[src/rtl/uart_rx_buffer_pkg.sv]
// Shared UART receive-side types and defaults used by the RX character buffer.
// Holds the buffer entry type, the default buffer depth and the controller strobe bundle.
package uart_rx_buffer_pkg;

  localparam int RX_DATA_WIDTH = 8;
  localparam int RX_BUF_DEPTH  = 8;

  typedef struct packed {
    logic [RX_DATA_WIDTH-1:0] data;
    logic                     frame_err;
  } rx_entry_t;

  // Strobes issued by the RX controller; rx_buf_wr drives the buffer's wr_en.
  typedef struct packed {
    logic rx_sample;
    logic rx_shift;
    logic rx_buf_wr;
  } controlPoints_t;

endpackage

[src/rtl/uart_rx_fifo_mem.sv]
// Storage for the RX buffer: DEPTH entries, one write port, one registered read port.
// The read register forwards a same-cycle write to the addressed slot so a new head is never stale.
module uart_rx_fifo_mem
  import uart_rx_buffer_pkg::*;
#(
  parameter int  DEPTH   = RX_BUF_DEPTH,
  parameter type entry_t = rx_entry_t,
  localparam int AW      = $clog2(DEPTH)
) (
  input  logic          clock,
  input  logic          reset,
  input  logic          we,
  input  logic [AW-1:0] waddr,
  input  entry_t        wdata,
  input  logic [AW-1:0] raddr,
  output entry_t        rdata
);

  entry_t mem [DEPTH];

  always_ff @(posedge clock) begin
    if (we) begin
      mem[waddr] <= wdata;
    end
  end

  always_ff @(posedge clock) begin
    if (reset) begin
      rdata <= '0;
    end else if (we && (waddr == raddr)) begin
      rdata <= wdata;
    end else begin
      rdata <= mem[raddr];
    end
  end

endmodule

[src/rtl/uart_rx_buffer.sv]
// First-word-fall-through receive character buffer with a sticky overrun flag.
// Define UART_RX_FRAME_ERR_EN to store and present the per-character framing-error tag.
module uart_rx_buffer
  import uart_rx_buffer_pkg::*;
#(
  parameter int DATA_WIDTH = RX_DATA_WIDTH,
  parameter int DEPTH      = RX_BUF_DEPTH
) (
  input  logic                     clock,
  input  logic                     reset,
  input  logic                     wr_en,
  input  logic [DATA_WIDTH-1:0]    wr_data,
  input  logic                     wr_frame_err,
  output logic                     rd_valid,
  input  logic                     rd_ready,
  output logic [DATA_WIDTH-1:0]    rd_data,
  output logic                     rd_frame_err,
  output logic [$clog2(DEPTH):0]   count,
  output logic                     full,
  output logic                     overrun,
  input  logic                     overrun_clr
);

  localparam int AW = $clog2(DEPTH);
  localparam int CW = AW + 1;

  typedef struct packed {
    logic [DATA_WIDTH-1:0] data;
    logic                  frame_err;
  } entry_t;

  logic [AW-1:0] rd_ptr;
  logic [AW-1:0] wr_ptr;
  logic [AW-1:0] rd_addr;
  logic [CW-1:0] count_q;
  logic [CW-1:0] count_next;
  logic          rd_valid_q;
  logic          full_q;
  logic          overrun_q;
  logic          push;
  logic          pop;
  logic          drop;
  entry_t        wr_entry;
  entry_t        head;

  // A full buffer still accepts a write when the head leaves in the same cycle.
  always_comb begin
    pop        = rd_valid_q && rd_ready;
    push       = wr_en && (!full_q || pop);
    drop       = wr_en && full_q && !pop;
    count_next = count_q;
    if (push && !pop) begin
      count_next = count_q + 1'b1;
    end else if (pop && !push) begin
      count_next = count_q - 1'b1;
    end
    rd_addr = pop ? rd_ptr + 1'b1 : rd_ptr;
  end

  always_ff @(posedge clock) begin
    if (reset) begin
      rd_ptr     <= '0;
      wr_ptr     <= '0;
      count_q    <= '0;
      rd_valid_q <= 1'b0;
      full_q     <= 1'b0;
      overrun_q  <= 1'b0;
    end else begin
      if (push) begin
        wr_ptr <= wr_ptr + 1'b1;
      end
      if (pop) begin
        rd_ptr <= rd_ptr + 1'b1;
      end
      count_q    <= count_next;
      rd_valid_q <= (count_next != '0);
      full_q     <= (count_next == CW'(DEPTH));
      if (drop) begin
        overrun_q <= 1'b1;
      end else if (overrun_clr) begin
        overrun_q <= 1'b0;
      end
    end
  end

  uart_rx_fifo_mem #(
    .DEPTH   (DEPTH),
    .entry_t (entry_t)
  ) u_mem (
    .clock (clock),
    .reset (reset),
    .we    (push),
    .waddr (wr_ptr),
    .wdata (wr_entry),
    .raddr (rd_addr),
    .rdata (head)
  );

  assign wr_entry.data = wr_data;
  assign rd_data       = head.data;

`ifdef UART_RX_FRAME_ERR_EN
  assign wr_entry.frame_err = wr_frame_err;
  assign rd_frame_err       = head.frame_err;
`else
  logic unused_frame_err;
  assign wr_entry.frame_err = 1'b0;
  assign rd_frame_err       = 1'b0;
  assign unused_frame_err   = wr_frame_err ^ head.frame_err;
`endif

  assign rd_valid = rd_valid_q;
  assign count    = count_q;
  assign full     = full_q;
  assign overrun  = overrun_q;

endmodule

[config.mk]
export PLATFORM = sky130hd
export DESIGN_NAME = uart_rx_buffer
export DESIGN_NICKNAME = d
export VERILOG_FILES = /design/src/rtl/uart_rx_buffer_pkg.sv /design/src/rtl/uart_rx_fifo_mem.sv /design/src/rtl/uart_rx_buffer.sv
export SDC_FILE = /design/constraint.sdc
export NUM_CORES = 1
export LEC_CHECK = 0
export ABC_AREA = 1
export BUFFER_PORTS_ARGS = -buffer_cell sky130_fd_sc_hd__buf_2
export CORE_ASPECT_RATIO = 0.5
export CORE_MARGIN = 4
export CORE_UTILIZATION = 30
export DETAILED_ROUTE_END_ITERATION = 12
export GPL_ROUTABILITY_DRIVEN = 0
export MAX_ROUTING_LAYER = met4
export PLACE_DENSITY_LB_ADDON = 0.08
export SLEW_MARGIN = 20
export SYNTH_ARGS = -nofsm -noshare
export SYNTH_HDL_FRONTEND = slang
export SYNTH_SLANG_ARGS = --single-unit
export TNS_END_PERCENT = 10
[constraint.sdc]
create_clock -name clock -period 4.1 [get_ports clock]
set_input_delay 0.82 -clock clock [delete_from_list [all_inputs] [get_ports clock]]
set_output_delay 0.82 -clock clock [all_outputs]
set_load 0.005 [all_outputs]
==> Word-level counts from Yosys, hierarchy flattened <==
Memory sizes are Yosys's and may differ from the RTL's. A register that Yosys moved wholly into a read port is not among the register bits.
Index checks and enable logic that the tools add are counted.
{ "totals": {"reg_bits": 13, "ramBits": 64, "word_cells": 31, "mem_count": 1} }
{ "mem_list": {"columns": ["memory", "words", "word_bits", "rd", "rd_ports_with_merged_regs", "write_ports", "line_no", "rtl"], "rows": [
  ["u_mem.mem", 8, 8, 1, 1, 1, "uart_rx_fifo_mem.sv:19", "entry_t mem [DEPTH];"]
]} }
{ "op_classes": {"add_sub_neg": 4, "n_eq_ne": 1, "mux": 7, "n_reduce_logical": 12} }
{ "op_table": {"columns": ["op", "count"], "rows": [
  ["$mux 4", 2],
  ["$add 3x1->3 const B", 2],
  ["$logic_and 1x1->1", 6],
  ["$add 4x1->4 const B", 1],
  ["$eq 4x4->1 const B", 1],
  ["$mux 1", 4],
  ["$reduce_bool 4->1", 1],
  ["$sub 4x1->4 const B", 1],
  ["$logic_not 1->1", 3],
  ["$mux 3", 1],
  ["$reduce_bool 2->1", 1],
  ["$logic_or 1x1->1", 1]
]} }

==> Logic depth before layout (Yosys ltp) <==
Gate-level depths: netlist (run 1).
{ "depth": {"depth_word": 8, "ltp_mapped": 10, "mapped_depth_nobuf": 10} }

==> By module <==
From an unflattened synthesis (run 1), not the netlist that was laid out.
{ "unflattened": {"hier_cells": 407, "hier_area_um2": 4100.2} }
{ "modules_own_cells": {"columns": ["module", "instances", "cells_per_inst", "area_each_um2", "seq_area_each_um2"], "rows": [
  ["uart_rx_fifo_mem", 1, 306, 3393.3, 2342.2],
  ["uart_rx_buffer", 1, 101, 706.9, 260.2]
]} }

==> Worst setup path before layout (run 1) <==
No wires, ideal clock.
{ "synth_path": {"path_type": "input-to-reg", "startpoint": "in rd_ready", "endpoint": "mem u_mem.mem[5][0] (netlist name), enable pin", "setup_time_ps": 370, "arrival_ps": 1705, "t_required_ps": 3730, "slack_ps": 2024, "stages": 6, "n_path_buf": 0, "path_cell_list": "nand2_4 -> a21oi_4 -> inv_2 -> nor2_1 -> inv_1 -> nor2_1"} }
{ "synth_via": {"elab_chain_cells": 5} }
{ "synth_rtl": {"columns": ["item", "line_no", "rtl"], "rows": [
  ["from (decl)", "uart_rx_buffer.sv:15", "input logic rd_ready,"],
  ["$logic_and 1x1->1", "uart_rx_buffer.sv:48", "pop = rd_valid_q && rd_ready;"],
  ["$logic_or 1x1->1", "uart_rx_buffer.sv:49", "push = wr_en && (!full_q || pop);"],
  ["$logic_and 1x1->1", "uart_rx_buffer.sv:49", null],
  ["$mux 1", "uart_rx_fifo_mem.sv:22", "if (we) begin"],
  ["$mux 1 (implied by the code)", "uart_rx_fifo_mem.sv:23", "mem[waddr] <= wdata;"],
  ["to (decl)", "uart_rx_fifo_mem.sv:19", null]
]} }
No other way between the ends.

==> Final worst setup path (run 1) <==
{ "layout_path": {"startpoint": "in rd_ready", "endpoint": "reg u_mem.rdata[6] (netlist name)"} }
{ "layout_via": {"elab_chain_cells": 2} }
{ "layout_rtl": {"columns": ["item", "line_no"], "rows": [
  ["$logic_and 1x1->1", "uart_rx_buffer.sv:48"],
  ["$mux 3", null]
]} }
No other way between the ends.
A chain may end at the register's enable or synchronous reset.

==> results of run 1 <==
-- cells in the mapped netlist (all sizes together) --
master	instances
nand3b	8
clkbuf	2
a21oi	12
conb	1
clkinv	1
ha	4
nand2	120
nand3	49
dfxtp	21
xnor2	2
inv	18
buf	9
o21ai	7
edfxtp	64
xor2	2
nor2	43
-- path summary, 6_finish.rpt --
kind	from	to	slack (ns)
max reg2reg	rd_valid$_SDFF_PP0_	u_mem.rdata[6]$_SDFF_PP0_	1.76
min reg2reg	overrun$_SDFFE_PP0P_	overrun$_SDFFE_PP0P_	0.47
min	overrun$_SDFFE_PP0P_	overrun$_SDFFE_PP0P_	0.47
max	rd_ready	u_mem.rdata[6]$_SDFF_PP0_	1.60
-- cell type report --
| class | instances | area [um2] | area share |
|---|---|---|---|
| inverters | 19 | 71.3 | 0.0168 |
| well taps | 165 | 206 | 0.0485 |
| clock inverters | 7 | 80.1 | 0.0188 |
| clock buffers | 9 | 225 | 0.0529 |
| repair buffers | 31 | 165 | 0.0388 |
| multi-input cells | 248 | 1160 | 0.274 |
| flip-flops and latches | 85 | 2340 | 0.551 |
-- placed cells by master (no fill, tap or decap), types with 8 or more instances in the layout --
master,n
inv_1,13
nand3_1,48
edfxtp_1,64
dfxtp_1,21
nand2_1,113
clkbuf_16,9
nand3b_1,8
buf_2,27
nor2_1,42
a21oi_1,10
-- routing by layer --
layer | up-vias | share of wire
met4 | 0 | 0.015
met1 | 1216 | 0.48
met3 | 13 | 0.055
li1 | 1278 | -
met5 | - | 0
met2 | 64 | 0.45
-- worst max-delay path: stages --
cell	delay (ns)
buf_2	0.16
nand2_4	0.12
nand2_1	0.08
nand2_1	0.64
buf_4	0.45
nand2_1	0.07
nand2_1	0.05
a21oi_1	0.13
nor2_1	0.06
nor2_1	0.10
nor2_1	0.04
-- sequential cells by signal, indices dropped and copies added, names as in the netlist --
signal,cells
u_mem.mem,64
u_mem.rdata,8
count,4
rd_ptr,3
wr_ptr,3
full,1
overrun,1
rd_valid,1
-- cell families (layout without fill, tap and decap cells) --
| logic type | count (synthesis) | count (layout) |
|---|---|---|
| AO/OA/AOI/OAI | 19 | 19 |
| XOR/XNOR | 4 | 4 |
| adder cells (fa/ha/maj) | 4 | 4 |
| buffers and inverters | 30 | 66 |
| flip-flops | 85 | 85 |
| other | 1 | 1 |
| AND/OR/NAND/NOR | 220 | 220 |
-- stage by stage --
stage                     utilization  worst slack, ns  instance area [um2]  power, uW
after floorplan                     -             2.02                 3630       1260
after global placement          0.333             1.23                 3950       1380
after detailed placement        0.333             1.20                 3950       1390
after CTS                       0.359             1.56                 4250       2230
after global routing            0.359             1.42                 4250       2320
final                           0.359             1.60                 4250       2200
-- power by group --
part           internal, uW  switching (uW)  leakage (uW)
clock                   524             311      0.000149
combinational           118             246      0.000783
sequential              974            26.1      0.000755
==> out/qor.yml, run 1 <==
grt:
  grt_pass1_vias: 2527
  grt-busiest-layer: "met2"
  grt_pass1_wl_mm: 14.1
  grt_antenna_before_repair: 0
  use_met1: 0.187
  use_met3: 0.0394
  grt_max_degree: 35
  globalRouteTotalUtil: 0.141
  globalRouteMet2Util: 0.214
  gr-total-overflow: 0
yosys:
  synth_compound_area_frac: 0.0324
  synth_top_family_by_area: "simple AND/OR/NAND/NOR gates"
  synth.mux.area_fraction: 0
  syn_inst: 363
  ys_warn_count: 0
  synth_largest_area_cell: "edfxtp_1"
  ys_types: 23
  yosys-top-cells-area: "edfxtp_1 53%, nand2_1 12%, dfxtp_1 12%"
  avgSynthCellArea_um2: 10.0
  yosys.area.top_type_share: 0.529
  synth_xor_area_frac: 0.00964
  ys_seq_area_frac: 0.644
  syn-num-nets: 381
  synth_seq_cells: 85
  synth-adder-area-share: 0.0138
  synth_area_um2: 3630
  synth-simple-area-share: 0.263
timing:
  fmax_mhz: 401
  tightest_slew_ns: 1.11
  layout_min_cycle_time_ns: 2.50
  finalCritPeriodShare: 0.609
  fin_setup_tns_ns: 0
  fin_hold_ws_ns: 0.469
  relSlewSlack: 0.261
  setup_viol: 0
  finalHoldViolCount: 0
  rsz0062_at_grt: "no"
  drv_slew: 0
  skew_ns: 0.00523
min_path:
  hp-class: "register to register"
  whs_path_depth: 2
worst_setup_path:
  cp-end-kind: "register"
  required_ns: 4.33
  cp_data_arrival_time_ns: 2.73
  path_max_fanout: 25
  critical_path.startpoint_type: "input port"
  critical_path_class: "input port to register"
  reg2regPathDepth: 10
routing:
  wl_per_cell_um: 16.2
  routed_via_density: 4.56
  drt_iter0_markers: 141
  drtPass1Iterations: 4
  antenna_left: 0
  drc: 0
  via_count: 2571
  totalWireLength_mm: 9.13
cts:
  clockRootBuffer: "clkbuf_16"
  cts_num_sinks: 85
  clkTransAtPathRegs_ns: 0.06
  cts_max_path_buffers: 2
  htreeDepth: 3
  postCtsHoldBufs: 0
  cts_setup_buffers: 0
  post_cts_resize_count: 0
  numCtsBuffers: 9
  clock_latency_ns: 0.34
  cts_tree: "done"
layout:
  fillers: 1227
  fin_cells: 564
  diodes: 0
  fin_nets: 412
  area_growth_pct: 17.0
  layout-drive-gt1-share: 0.148
placed_design:
  io_buffers: 27
  dp_hpwl_mm: 5.75
  place_inst: 548
pwr:
  p_leak_uw: 0.00169
  powerDensity_nw_per_um2: 517
  ir_worst_vdd_v: 0.000173
die:
  core_um2: 11800
  floorplan.initialDensity: 0.307
  die_y_um: 85.8
  die_x_um: 164
  row_count: 28
  dieArea_um2: 14000
  num_io_pins: 30
job:
  maxCapViolations: 0
status:
  status: "finished, final reports clean"
Power figures use the tool's default switching activity.
==> inputs of run 2 (changes only) <==
clock period = 2.2 ns   (was 4.1 ns; I/O delays follow)
==> run 2 against run 1 <==
  * Sequential power up 86%
  * Register-to-register slack worse by 1.4 ns
  * Sequential cell count unchanged
  * Critical endpoint is now u_mem.mem[5][2]$_DFFE_PP_
  * Worst setup slack worse by 1.2 ns
  * Non-clock buffer count up 15
  * Hold slack worse by 0.12 ns
  * Critical path depth down 4
  * First-iteration DRC count unchanged
  * Sequential share of layout area down 1.5 points
  * Wire length up 1.7%
  * Highest routed layer unchanged
==> out/qor.yml, run 2 (synthesis results as in run 1) <==
status:
  status: "finished, final reports clean"
grt:
  grt_max_degree: 34  # -2.9%
  grt_pass1_vias: 2515  # -0.47%
  grt_pass1_wl_mm: 14.3  # +1.7%
  grt_antenna_before_repair: 0  # unchanged
  gr-total-overflow: 0  # unchanged
  globalRouteTotalUtil: 0.144  # +0.00270
worst_setup_path:
  path_delay_family: "flip-flops"
  cp_data_arrival_time_ns: 1.88  # -0.85 ns
  path_common_cell: "nor2_1"
  path_cells: "nand2_4, a21oi_4, inv_2, nor2_1, inv_1, nor2_1, buf_4"
  critical_path.startpoint_type: "register"
  path_max_fanout: 8  # -68%
  critical_path_class: "register to register"
  required_ns: 2.24  # -2.09 ns
  cpMaxStageDelayCell: "dfxtp_1"
  slowest_delay_ns: 0.47  # -0.17 ns
  path_buf_inv: 3  # +1
  cp-end-kind: "register"
timing:
  skew_ns: 0.00640  # +0.00117 ns
  layout_min_cycle_time_ns: 1.84
  setup_viol: 0  # unchanged
  fin_ws_ns: 0.361  # -1.24 ns
  fin_setup_tns_ns: 0  # unchanged
  finalHoldViolCount: 0  # unchanged
  fmax_mhz: 544
  finalCritPeriodShare: 0.836
  tightest_slew_ns: 0.586  # -0.519 ns
  fin_hold_ws_ns: 0.352  # -0.117 ns
  relSlewSlack: 0.609  # +0.347
  drv_slew: 0  # unchanged
  rsz0062_at_grt: "no"
layout:
  layout_commonest_cell: "nand2_1"
  largest-register: "u_mem.mem"
  diodes: 0  # unchanged
  layout-drive-gt1-share: 0.186  # +0.0381
  area_growth_pct: 20.3
  largest_reg_flops: 64  # unchanged
  postLayoutCoreUtil: 0.369  # +0.0100
  final_cell_mix: "113 x nand2_1, 64 x edfxtp_1, 48 x nand3_1"
  fin_nets: 427  # +3.6%
die:
  dieArea_um2: 14000  # unchanged
  floorplan.initialDensity: 0.307  # unchanged
  core_um2: 11800  # unchanged
  die_x_um: 164  # unchanged
  num_io_pins: 30  # unchanged
  row_count: 28  # unchanged
  die_y_um: 85.8  # unchanged
pwr:
  p_comb_frac: 0.177  # +0.012
  powerDensity_nw_per_um2: 936  # +81%
  power_frac_clock: 0.368  # -0.011
  p_int_uw: 2950  # +83%
  power_switching_uw: 1140  # +95%
  ir_worst_vdd_v: 0.000369  # +110%
  swShare: 0.278  # +0.0129
  pwr-share-seq: 0.455  # about the same
  p_leak_uw: 0.00175  # +4.0%
routing:
  routed_via_density: 4.49  # -1.6%
  antenna_left: 0  # unchanged
  via_count: 2598  # +1.1%
  drt_iter0_markers: 141  # unchanged
  drc: 0  # unchanged
  wl_per_cell_um: 16.0  # -0.98%
  drtPass1Iterations: 4  # unchanged
  totalWireLength_mm: 9.28  # +1.7%
cts:
  clockRootBuffer: "clkbuf_16"
  cts_num_sinks: 85  # unchanged
  postCtsHoldBufs: 0  # unchanged
  numCtsBuffers: 9  # unchanged
  post_cts_resize_count: 0  # unchanged
  cts_tree: "done"
  clkTransAtPathRegs_ns: 0.06  # about the same
  cts_max_path_buffers: 2  # unchanged
  htreeDepth: 3  # unchanged
  cts_setup_buffers: 0  # unchanged
  clock_latency_ns: 0.34  # about the same
min_path:
  hp-class: "input port to register"
job:
  maxCapViolations: 0  # unchanged
placed_design:
  dp_slack_ns: 0.251  # -0.944 ns
  dp_hpwl_mm: 5.95  # +3.6%
  io_buffers: 27  # unchanged
-- run 2: changes by cell type in the layout (fill, tap and decap cells not counted), sizes merged --
cell / previous run / this run
buf: 31 / 46
inv: 18 / 19
clkinv: 6 / 3
clkinvlp: 0 / 3
bufinv: 2 / 1
-- run 2: metal layers --
layer / track usage / part of all wire
met2: 0.218 / 0.44
met1: 0.195 / 0.49
met4: 0.0381 / 0.015
met5: - / 0
met3: 0.0374 / 0.049
-- run 2: path summary, 6_finish.rpt --
path                        start                         to  slack (ns)  cells after the start
min                   overrun_clr       overrun$_SDFFE_PP0P_        0.35                      4
max           rd_valid$_SDFF_PP0_  u_mem.mem[5][2]$_DFFE_PP_        0.36                      7
min reg2reg  overrun$_SDFFE_PP0P_       overrun$_SDFFE_PP0P_        0.47                      2
max reg2reg   rd_valid$_SDFF_PP0_  u_mem.mem[5][2]$_DFFE_PP_        0.36                      7
-- run 2: power groups by stage --
stage                     Combinational (uW)  Clock (uW)  Sequential [uW]
after floorplan                          456           0             1900
after global placement                   732           0             1890
after detailed placement                 739           0             1900
after CTS                                742        1550             1860
after global routing                     836        1620             1870
final                                    725        1510             1860
-- run 2: layout make-up --
type                    count  area [um2]
flip-flops and latches     85        2340
well taps                 165         206
repair buffers             46         290
clock inverters             7        73.8
inverters                  19        71.3
clock buffers               9         225
multi-input cells         248        1160
fillers                  1239        7470
-- run 2: stage by stage --
step / total power, uW / cell area (um2) / cells
after floorplan: 2350 / 3630 / 363
after global routing: 4330 / 4370 / 579
after detailed placement: 2630 / 4070 / 563
after global placement: 2630 / 4070 / 563
final: 4090 / 4370 / 579
after CTS: 4150 / 4370 / 579
-- run 2: worst register-to-register path, cell delays in order (launching register included) --
cell     delay [ns]
dfxtp_1        0.47
nand2_4        0.14
a21oi_4        0.20
inv_2          0.09
nor2_1         0.15
inv_1          0.10
nor2_1         0.17
buf_4          0.22
==> inputs of run 3 (changes only) <==
ABC_AREA = 0   (was 1)
clock period = 1.5 ns   (was 2.2 ns; I/O delays follow)
==> run 3 against run 2 <==
  * The flow now finishes with violations (setup timing)
  * Critical path type unchanged
  * Global-route usage decreased by 1.3 points
  * Cell count decreased by 14%
  * Clock-buffer cell count unchanged
  * Largest power group unchanged
  * Highest routed layer unchanged
  * Register-to-register slack got worse by 0.68 ns
  * Clock power increased by 49%
==> out/qor.yml, run 3 <==
yosys:
  avgSynthCellArea_um2: 14.7  # +47%
  yosys.area.top_type_share: 0.529  # +0.000547
  synth_edf_count: 64  # unchanged
  ys_types: 48  # +110%
  yosys-top-cells-area: "edfxtp_1 53%, dfxtp_1 12%, mux2i_1 4.1%"
  ys_top_cells_by_count: "64 x edfxtp_1, 22 x nor2_1, 21 x dfxtp_1"
  ys_warn_count: 0  # unchanged
  syn-num-nets: 265  # -30%
  async_reset_ff_frac: 0  # unchanged
  syn_inst: 247  # -32%
  synth_area_um2: 3630  # -0.10%
  synth_largest_area_cell: "edfxtp_1"
  synth_seq_cells: 85  # unchanged
  synth_ff_type: "edfxtp_1"
  synth.most_common_cell: "edfxtp_1"
  ys_seq_area_frac: 0.645  # +0.000666
die:
  row_count: 28  # unchanged
  dieArea_um2: 14000  # about the same
  floorplan.initialDensity: 0.308  # +0.000593
  die_y_um: 85.8  # about the same
  core_um2: 11800  # -0.30%
  die_x_um: 164  # about the same
  num_io_pins: 30  # unchanged
cts:
  clock_latency_ns: 0.33  # about the same
  cts_max_path_buffers: 2  # unchanged
  postCtsHoldBufs: 0  # unchanged
  cts_tree: "done"
  htreeDepth: 3  # unchanged
  numCtsBuffers: 9  # unchanged
  clockRootBuffer: "clkbuf_16"
  clkTransAtPathRegs_ns: 0.07  # about the same
  cts_num_sinks: 85  # unchanged
timing:
  finalCritPeriodShare: 1.22  # +0.380
  drv_slew: 0  # unchanged
  finalHoldViolCount: 0  # unchanged
  layout_min_cycle_time_ns: 1.82  # -0.0156 ns
  fmax_mhz: 548  # +0.86%
  skew_ns: 0.00590  # -0.000500 ns
  rsz0062_at_grt: "yes"
  fin_ws_ns: -0.324  # -0.684 ns
  setup_viol: 45  # +45
layout:
  largest_reg_flops: 64  # unchanged
  fin_nets: 347  # -19%
  postLayoutCoreUtil: 0.418  # +0.0485
  register_area_um2: 2350  # +0.27%
  area_growth_pct: 35.8
  final_cell_mix: "64 x edfxtp_1, 42 x buf_4, 27 x buf_2"
  layout_commonest_cell: "edfxtp_1"
  largest-register: "u_mem.mem"
  multiInputGateArea_um2: 1410  # +21%
  layout-drive-gt1-share: 0.467  # +0.281
  diodes: 0  # unchanged
  fillers: 1102  # -11%
grt:
  grt_pass1_vias: 2385  # -5.2%
  grt_pass1_wl_mm: 13.3  # -7.2%
  gr-total-overflow: 0  # unchanged
  grt_antenna_before_repair: 0  # unchanged
  globalRouteTotalUtil: 0.131  # -0.0131
  grt_max_degree: 20  # -41%
routing:
  drc: 0  # unchanged
  drtPass1Iterations: 4  # unchanged
  totalWireLength_mm: 8.53  # -8.1%
  drt_iter0_markers: 90  # -36%
  routed_via_density: 4.60  # +2.6%
  via_count: 2297  # -12%
  wl_per_cell_um: 17.1  # +6.7%
  antenna_left: 0  # unchanged
worst_setup_path:
  reg2reg_slack_ns: -0.32  # -0.68 ns
  critical_path_class: "register to register"
  critical_path.startpoint_type: "register"
  cp_data_arrival_time_ns: 2.05  # +0.17 ns
  path_max_fanout: 8  # unchanged
  cp-end-kind: "register"
  required_ns: 1.72  # -0.52 ns
pwr:
  power_uw: 6870  # +68%
  ir_worst_vdd_v: 0.000714  # +94%
  p_leak_uw: 0.00183  # +4.4%
  powerDensity_nw_per_um2: 1390  # +49%
placed_design:
  io_buffers: 27  # unchanged
  dp_hpwl_mm: 5.88  # -1.3%
job:
  maxCapViolations: 0  # unchanged
status:
  status: "finished with violations"
  violations: "setup timing"
min_path:
  hp-class: "input port to register"
run 3: worst paths after layout:
path	startpoint	end	cells past startpoint
max	rd_ptr[0]$_SDFF_PP0_	u_mem.rdata[4]$_SDFF_PP0_	7
min	wr_data[3]	u_mem.mem[3][3]$_DFFE_PP_	1
max reg2reg	rd_ptr[0]$_SDFF_PP0_	u_mem.rdata[4]$_SDFF_PP0_	7
min reg2reg	overrun$_SDFFE_PP0P_	overrun$_SDFFE_PP0P_	2
run 3: per-stage QoR:
stage               setup TNS (ns)  setup slack (ns)  hold WS [ns]  std cells  instance area, um2
floorplan                    -5.78            -0.208         0.365        247                3690
global placement            -24.48            -0.457         0.477        480                4400
detailed placement          -25.25            -0.498         0.486        480                4400
CTS                          -8.79            -0.313         0.242        498                4820
global route                -12.68            -0.403         0.256        499                4930
finish                       -8.63            -0.324         0.248        499                4930
run 3: area by class of cell:
cell class                      count  area share
Clock buffer                        9      0.0457
Inverter                            7     0.00533
Timing Repair Buffer               80       0.130
Tap cell                          165      0.0419
Multi-Input combinational cell    146       0.285
Sequential cell                    85       0.476
Clock inverter                      7      0.0160
run 3: critical path: stages (launching register included):
cell,delay [ns]
dfxtp_2,0.34
ha_4,0.30
buf_4,0.11
nand4b_1,0.15
a21oi_2,0.23
nor2_4,0.10
o22a_1,0.22
a32o_1,0.25
run 3: power breakdown:
group | internal, uW | switching (uW) | total (uW)
clock network | 1310 | 940 | 2250
logic | 942 | 852 | 1790
registers | 2710 | 114 | 2820
total | 4960 | 1910 | 6870
run 3: repair_timing:
item                                    CTS  global route
hold endpoints to repair                  0             0
endpoints found under the setup margin   79            78
gates resized for setup                  20            19
buffers inserted                          2             1
pin swaps                                 8             4
run 3: kinds of logic after synthesis:
logic type | Yosys count | synth area share
flops | 85 | 0.645
buf+inv | 16 | 0.0283
compound gates | 51 | 0.122
xor+xnor | 8 | 0.0214
simple gates | 51 | 0.0775
mux | 31 | 0.0910
other cells | 1 | 0.00103
fa+ha+maj | 4 | 0.0138
run 3: per-layer routing:
metal	global-route usage	share of wire	vias up
li1	-	-	1115
met1	0.176	0.49	1131
met2	0.198	0.47	44
met3	0.0365	0.031	7
met4	0.0335	0.011	0
met5	-	0	-
